## config.mk

```make
export PLATFORM = sky130hd
export DESIGN_NAME = rvh_tlb_flush_ctrl
export DESIGN_NICKNAME = d
export VERILOG_FILES = /design/src/rtl/rvh_tlb_flush_ctrl_pkg.sv /design/src/rtl/rvh_tlb_flush_ctrl.sv
export SDC_FILE = /design/constraint.sdc
export NUM_CORES = 1
export LEC_CHECK = 0
export CAP_MARGIN = 20
export CORE_ASPECT_RATIO = 1.1
export CORE_MARGIN = 8
export CORE_UTILIZATION = 42
export DETAILED_ROUTE_END_ITERATION = 7
export GPL_TIMING_DRIVEN = 0
export PLACE_DENSITY_LB_ADDON = 0.15
export SLEW_MARGIN = 15
export SYNTH_ARGS = -nofsm -noshare
export SYNTH_HDL_FRONTEND = slang
export SYNTH_SLANG_ARGS = --single-unit
```

## constraint.sdc

```tcl
create_clock -name clk -period 2.7 [get_ports clk]
set_input_delay 0.675 -clock clk [delete_from_list [all_inputs] [get_ports clk]]
set_output_delay 0.675 -clock clk [all_outputs]
set_load 0.01 [all_outputs]
```

## src/rtl/rvh_tlb_flush_ctrl_pkg.sv

```systemverilog
// Shared MMU definitions: address widths, TLB flush payload and flush FSM encoding.
package rvh_tlb_flush_ctrl_pkg;

  localparam int unsigned VPN_WIDTH  = 27;
  localparam int unsigned ASID_WIDTH = 16;

  // Flush payload broadcast to both DTLB and ITLB
  typedef struct packed {
    logic                  use_asid;
    logic                  use_vpn;
    logic [VPN_WIDTH-1:0]  vpn;
    logic [ASID_WIDTH-1:0] asid;
  } tlb_flush_req_t;

  typedef logic [1:0] flush_state_t;

  localparam flush_state_t ST_IDLE  = 2'd0;
  localparam flush_state_t ST_DRAIN = 2'd1;
  localparam flush_state_t ST_FLUSH = 2'd2;
  localparam flush_state_t ST_DONE  = 2'd3;

endpackage

```

## src/rtl/rvh_tlb_flush_ctrl.sv

```systemverilog
// SFENCE.VMA flush sequencer: blocks PTW misses, drains in-flight walks,
// flushes DTLB and ITLB over independent handshakes, then pulses completion.
module rvh_tlb_flush_ctrl
  import rvh_tlb_flush_ctrl_pkg::*;
#(
  parameter int unsigned OUTST_CNT_WIDTH = 2
) (
  input  logic                  clk,
  input  logic                  rstn,
  input  logic                  flush_req_vld_i,
  input  logic                  flush_req_use_asid_i,
  input  logic                  flush_req_use_vpn_i,
  input  logic [VPN_WIDTH-1:0]  flush_req_vpn_i,
  input  logic [ASID_WIDTH-1:0] flush_req_asid_i,
  output logic                  flush_req_rdy_o,
  output logic                  flush_done_o,
  output logic                  busy_o,
  input  logic                  miss_req_fire_i,
  input  logic                  miss_resp_fire_i,
  output logic                  miss_req_block_o,
  output logic                  flush_use_asid_o,
  output logic                  flush_use_vpn_o,
  output logic [VPN_WIDTH-1:0]  flush_vpn_o,
  output logic [ASID_WIDTH-1:0] flush_asid_o,
  output logic                  dtlb_flush_vld_o,
  input  logic                  dtlb_flush_rdy_i,
  output logic                  itlb_flush_vld_o,
  input  logic                  itlb_flush_rdy_i
);

  localparam logic [OUTST_CNT_WIDTH-1:0] CNT_MAX = '1;

  flush_state_t                state_q, state_d;
  logic [OUTST_CNT_WIDTH-1:0]  outst_cnt_q, outst_cnt_d;
  logic                        dtlb_done_q, dtlb_done_d;
  logic                        itlb_done_q, itlb_done_d;
  tlb_flush_req_t              payload_q, payload_d;

  // Saturating count of PTW walks in flight; runs regardless of FSM state
  always_comb begin
    outst_cnt_d = outst_cnt_q;
    if (miss_req_fire_i && !miss_resp_fire_i && (outst_cnt_q != CNT_MAX)) begin
      outst_cnt_d = outst_cnt_q + OUTST_CNT_WIDTH'(1);
    end else if (!miss_req_fire_i && miss_resp_fire_i && (outst_cnt_q != '0)) begin
      outst_cnt_d = outst_cnt_q - OUTST_CNT_WIDTH'(1);
    end
  end

  always_comb begin
    state_d     = state_q;
    payload_d   = payload_q;
    dtlb_done_d = dtlb_done_q;
    itlb_done_d = itlb_done_q;
    case (state_q)
      ST_IDLE: begin
        if (flush_req_vld_i) begin
          payload_d   = '{use_asid: flush_req_use_asid_i,
                          use_vpn:  flush_req_use_vpn_i,
                          vpn:      flush_req_vpn_i,
                          asid:     flush_req_asid_i};
          dtlb_done_d = 1'b0;
          itlb_done_d = 1'b0;
          state_d     = ST_DRAIN;
        end
      end
      ST_DRAIN: begin
        if (outst_cnt_q == '0) begin
          state_d = ST_FLUSH;
        end
      end
      ST_FLUSH: begin
        // A TLB is complete once its done bit is set or it handshakes now
        dtlb_done_d = dtlb_done_q | dtlb_flush_rdy_i;
        itlb_done_d = itlb_done_q | itlb_flush_rdy_i;
        if (dtlb_done_d && itlb_done_d) begin
          state_d = ST_DONE;
        end
      end
      default: begin
        state_d = ST_IDLE;
      end
    endcase
  end

  always_ff @(posedge clk) begin
    if (rstn) begin
      state_q     <= ST_IDLE;
      outst_cnt_q <= '0;
      dtlb_done_q <= 1'b0;
      itlb_done_q <= 1'b0;
      payload_q   <= '0;
    end else begin
      state_q     <= state_d;
      outst_cnt_q <= outst_cnt_d;
      dtlb_done_q <= dtlb_done_d;
      itlb_done_q <= itlb_done_d;
      payload_q   <= payload_d;
    end
  end

  // Outputs decode registered state only; no input-to-output paths
  always_comb begin
    flush_req_rdy_o  = (state_q == ST_IDLE);
    busy_o           = (state_q != ST_IDLE);
    miss_req_block_o = (state_q != ST_IDLE);
    flush_done_o     = (state_q == ST_DONE);
    dtlb_flush_vld_o = (state_q == ST_FLUSH) && !dtlb_done_q;
    itlb_flush_vld_o = (state_q == ST_FLUSH) && !itlb_done_q;
    flush_use_asid_o = payload_q.use_asid;
    flush_use_vpn_o  = payload_q.use_vpn;
    flush_vpn_o      = payload_q.vpn;
    flush_asid_o     = payload_q.asid;
  end

  a_no_overflow: assert property (@(posedge clk) disable iff (rstn)
    !(miss_req_fire_i && !miss_resp_fire_i && (outst_cnt_q == CNT_MAX)));

  a_no_underflow: assert property (@(posedge clk) disable iff (rstn)
    !(!miss_req_fire_i && miss_resp_fire_i && (outst_cnt_q == '0)));

endmodule

```

# Word-level counts from Yosys, hierarchy flattened

Cells that the tools add are included.

Equality and inequality tests: 7
Muxes and demuxes: 9
Reductions and logical operators: 20
Add/sub/neg operators: 2
Bitwise gates (word level): 2

Operators with widths:

| operator            | count |
|---|---|
| $mux 2              | 5 |
| $ne 2x2->1 const B  | 4 |
| $reduce_bool 2->1   | 4 |
| $logic_and 1x1->1   | 7 |
| $pmux 2 s3          | 1 |
| $eq 2x2->1 const B  | 2 |
| $logic_not 1->1     | 4 |
| $logic_not 2->1     | 2 |
| $pmux 1 s2          | 2 |
| $reduce_and 2->1    | 2 |
| $reduce_and 3->1    | 1 |
| $add 2x1->2 const B | 1 |
| $eq 2x1->1 const B  | 1 |
| $or 1x1->1          | 2 |
| $sub 2x1->2 const B | 1 |
| $mux 1              | 1 |

Word-level logic and storage cells: 48
Output and inout bits: 51
Register bits after elaboration: 51
Input port bits: 52

# Depth between registers and ports, before layout

Depth after elaboration: 5
Mapped depth: 7
Depth with buffers taken out: 5

# Worst setup path after synthesis

No wires, ideal clock.

Path type: register to output
Start: reg state_q[0]
End: out miss_req_block_o
Cell stages (with the launch flop): 5
Buffers on the path: 1
Arrival: 0.995 ns
Slack: 1.030 ns
Data required time: 2.025 ns
Cells stage by stage: dfxtp_1 -> inv_1 -> ha_1 -> inv_1 -> buf_4

Word-level cells in the longest chain between the ends: 1

RTL lines:

| element                | RTL line                 | source |
|---|---|---|
| from (decl)            | rvh_tlb_flush_ctrl.sv:33 | `flush_state_t state_q, state_d;` |
| from (signal assigned) | rvh_tlb_flush_ctrl.sv:93 | `state_q <= state_d;` |
| $reduce_bool 2->1      | -                        |  |
| to (decl)              | rvh_tlb_flush_ctrl.sv:20 | `output logic miss_req_block_o,` |

Every way passes these cells.

# Worst setup path after layout

Start: reg state_q[0]
End: out miss_req_block_o

Word-level cells in the longest chain between the ends: 1

RTL lines:

| element           | RTL line                  | source |
|---|---|---|
| $reduce_bool 2->1 | rvh_tlb_flush_ctrl.sv:105 | `miss_req_block_o = (state_q != ST_IDLE);` |

Every way passes these cells.

==> run summary <==
After synthesis, the share of flip-flops with an asynchronous set or reset is 0%. Across the run, the number of max-cap violations was 0. After global routing the overflow that remains totals 0.

Counting flops with a built-in enable in the synthesized netlist gives 0. The run gives 0 as the number of antenna violations at the first check in global routing. Synthesis instantiated 24 different standard cells from the library. For the total of endpoints with negative setup slack in the final report, the log shows 0. The average footprint of a synthesized cell is 8.14 um^2. In the post-synthesis netlist, the biggest area contributors are dfxtp_1 (51%), nand2_1 (17%), a21oi_1 (13%).

Dividing the detail-routed via count by the number of cells gives 4.66. In the routed design, unresolved DRC markers number 0. Entering global routing, the biggest net connects 16 pins. Capturing point of the worst reg2reg path: flush_vpn_o[22].

In the final timing run, aggregate negative setup slack is 0 ns. Yosys instantiated no cell more often than nand2_1. Between clock sinks in the finished design, the worst skew comes to 0.00581 ns. The signal on the critical path passes through inv_1 > ha_1 > inv_1 > buf_4 > clkdlybuf4s50_1. The count of port buffers added during placement was 101. The most prevalent standard cell on the critical path was inv_1. The required time of the worst setup path was 2.03 ns; the post-detailed-route wirelength per cell was 13.4 um. In this run the static leakage power is 1.21 nW. For the wire length of the first global-routing pass, the log shows 8650 um.

The data arrival time at the worst-slack endpoint is 1.82 ns. The number of global-route vias before repair is 1900, and the top-area cell type share of the netlist area is 51.4%. Gates resized during post-CTS repair numbered 0. The total routing resource utilization after global routing is 15.2%. The largest total area in the synthesized netlist belongs to dfxtp_1. The worst-case IR drop observed on VDD is 0.391 mV. The most used flip-flop cell after synthesis is dfxtp_1. The run gives 244 as the gate count after technology mapping. The later pin in the worst-skew pair is clocked with a latency of 0.30 ns. The startpoint of the worst setup timing path is state_q[0].

From synthesis to final layout, the design area changed by 59.7%. The tools report the headroom to the max-slew limit as 69.7%. Counting every net in the synthesized netlist gives 301. In this run the worst hold path is classified as reg2reg. The run gives 0 as the number of antenna repair diodes. The run gives 1904 as the via total after detailed routing. From left edge to right edge, the die measures 81.6 um. The tools report the worst flop-to-flop path startpoint as state_q[0].

The first TritonRoute pass finished after 4 iterations. The starting DRC count in detailed routing was 73; the cell count of the worst hold path was 2. Area of the core region: 4590 um^2. The worst setup path is captured at an output port.

The clock tree synthesis step divided the H-tree into 2 levels. The synthesized cell area is 1990 um^2. After clock tree synthesis, the clock-pin slew on the worst setup and hold paths is 0.09 ns.

The worst reg2reg path depth works out to 7. For the number of buffers inserted by hold repair at cts, the log shows 0. TritonCTS built the clock tree. The actual transition at the worst max-transition pin was 0.454 ns; the sequential-to-total area share from yosys stat was 51.4%. In this run the worst setup path terminates at miss_req_block_o.

The design draws 0.00255 W. Cells with a size suffix above 1 make up 6.80% of the layout. Once the floorplan was initialized, standard cells occupied 43.3% of the core.

For the routability congestion estimate, the log shows 0.779. Summed over all nets, the half-perimeter wirelength after detailed placement is 4270 um. The sort of element at the start of the critical path was a register. The slowest stage of the critical path is the clkdlybuf4s50_1 cell.

Once the clock tree was built, the setup fixing pass inserted 0 buffers. The die covers 7190 um^2. For this run, the top clock speed supported by timing is 402 MHz. At the end of the flow, the number of nets in the layout was 409.

The detail route stage leaves a number of antenna-violating nets equal to 0. The Yosys step of the flow raised 0 warnings. The number of buffers added by the clock tree synthesis step came out at 5.

The buffer levels on the longest clock path came out at 2. The run gives 0 as the number of max-slew violations in the final report. For flop-to-flop paths, the worst setup slack is 1.03 ns. In the synthesized netlist, the cells that appear most often are nand2_1 (91), a21oi_1 (51), dfxtp_1 (51). The run gives 103 as the count of boundary I/O pins. The time the final worst path needs with I/O delays and setup is 2.49 ns. Counting flops and latches in the post-synthesis netlist gives 51. Setup repair after global routing left no endpoint under its margin.

After filler insertion, the fill cell instance count of the layout stands at 395. The maximum fanout along the worst path works out to 7. After layout, the worst path uses 92.2% of the clock period. The total power divided by cell area is 804 nW/um^2, and the number of rows in the core area is 26. In this run the vertical extent of the chip is 88.1 um. The master cell of the clock root buffer was clkbuf_8. The run finished with clean final reports. The final core utilization came out at 69.1%. For this design, the sink count on the clock tree is 51.

The type of the worst setup path was reg2out. The number of hold violations in the final report was 0. The routed design has 5490 um of wire. In this design, the stage delay of the slowest critical-path cell is 0.52 ns.
==> flip-flops by register name (all words and copies together), names as in the netlist <==
signal            count
outst_cnt_q           2
flush_use_vpn_o       1
flush_use_asid_o      1
itlb_done_q           1
state_q               2
dtlb_done_q           1
flush_asid_o         16
flush_vpn_o          27
==> critical path, delay by kind of cell (launching register included) <==
kind	cells	cell delay, ns
fa+ha+maj	1	0.30
buf+inv	4	0.82
flops	1	0.40
==> logic make-up after synthesis <==
kind of cell | after synthesis | share of synthesized area (%)
AO/OA/AOI/OAI | 57 | 15.1
XOR/XNOR | 1 | 0.441
adder cells (fa/ha/maj) | 5 | 3.15
buffers and inverters | 22 | 6.99
flip-flops | 51 | 51.4
multiplexers | 3 | 1.58
AND/OR/NAND/NOR | 105 | 21.4
==> routing by layer <==
layer	global-route usage, %	share of wire, %
met1	17.1	42
met2	24.3	45
met3	8.21	12
met4	3.90	0.97
met5	0	0
==> cell usage in the layout (no fill, tap or decap) <==
master and n:
o21a_1 1, o21ai_0 3, buf_2 6, nor3b_1 1, buf_6 6, clkbuf_8 7
nor2_1 2, inv_1 5, nor2b_1 2, dfxtp_1 51, mux2i_1 2, buf_4 1
mux2_2 1, o22ai_1 1, clkdlybuf4s50_1 101, clkinvlp_4 1, ha_1 5, nand2b_1 3
a21oi_1 51, xnor2_1 1, and2_1 1, and2_2 1, and2b_1 1, clkbuf_1 4
a221oi_2 1, nand2_1 91, nor3_1 3
==> report_power, final <==
group | internal (W) | total, W | switching, W
clock network | 0.000233 | 0.000477 | 0.000244
logic | 0.000582 | 0.00110 | 0.000519
registers | 0.000893 | 0.000971 | 0.0000782
==> worst min path at each step <==
stage | from | endpoint | slack (ns)
after CTS | flush_vpn_o[23] | flush_vpn_o[23] | 0.46
after detailed placement | flush_vpn_o[23] | flush_vpn_o[23] | 0.45
after global routing | flush_use_asid_o | flush_use_asid_o | 0.47
after global placement | flush_asid_o[15] | flush_asid_o[15] | 0.44
final | flush_vpn_o[14] | flush_vpn_o[14] | 0.46
after floorplan | outst_cnt_q[1] | outst_cnt_q[0] | 0.47
==> cell type report <==
class / instances / area (um^2) / area share [%]
plain buffers: 17 / 120 / 3.79
clock buffers: 7 / 96.3 / 3.04
clock inverters: 1 / 7.51 / 0.237
inverters: 5 / 18.8 / 0.592
multi-input cells: 171 / 826 / 26.0
flip-flops and latches: 51 / 1020 / 32.2
well taps: 56 / 70.1 / 2.21
repair buffers: 101 / 1010 / 31.9
==> through the flow <==
stage	setup slack (ns)	hold WS [ns]	cell area, um^2	std cells
after floorplan	1.03	0.470	1990	244
after CTS	0.196	0.458	3170	409
after global routing	0.101	0.472	3170	409
after detailed placement	0.536	0.445	3070	401
final	0.210	0.456	3170	409
after global placement	0.555	0.440	3070	401
No activity file was read; power rests on OpenSTA's default activity.
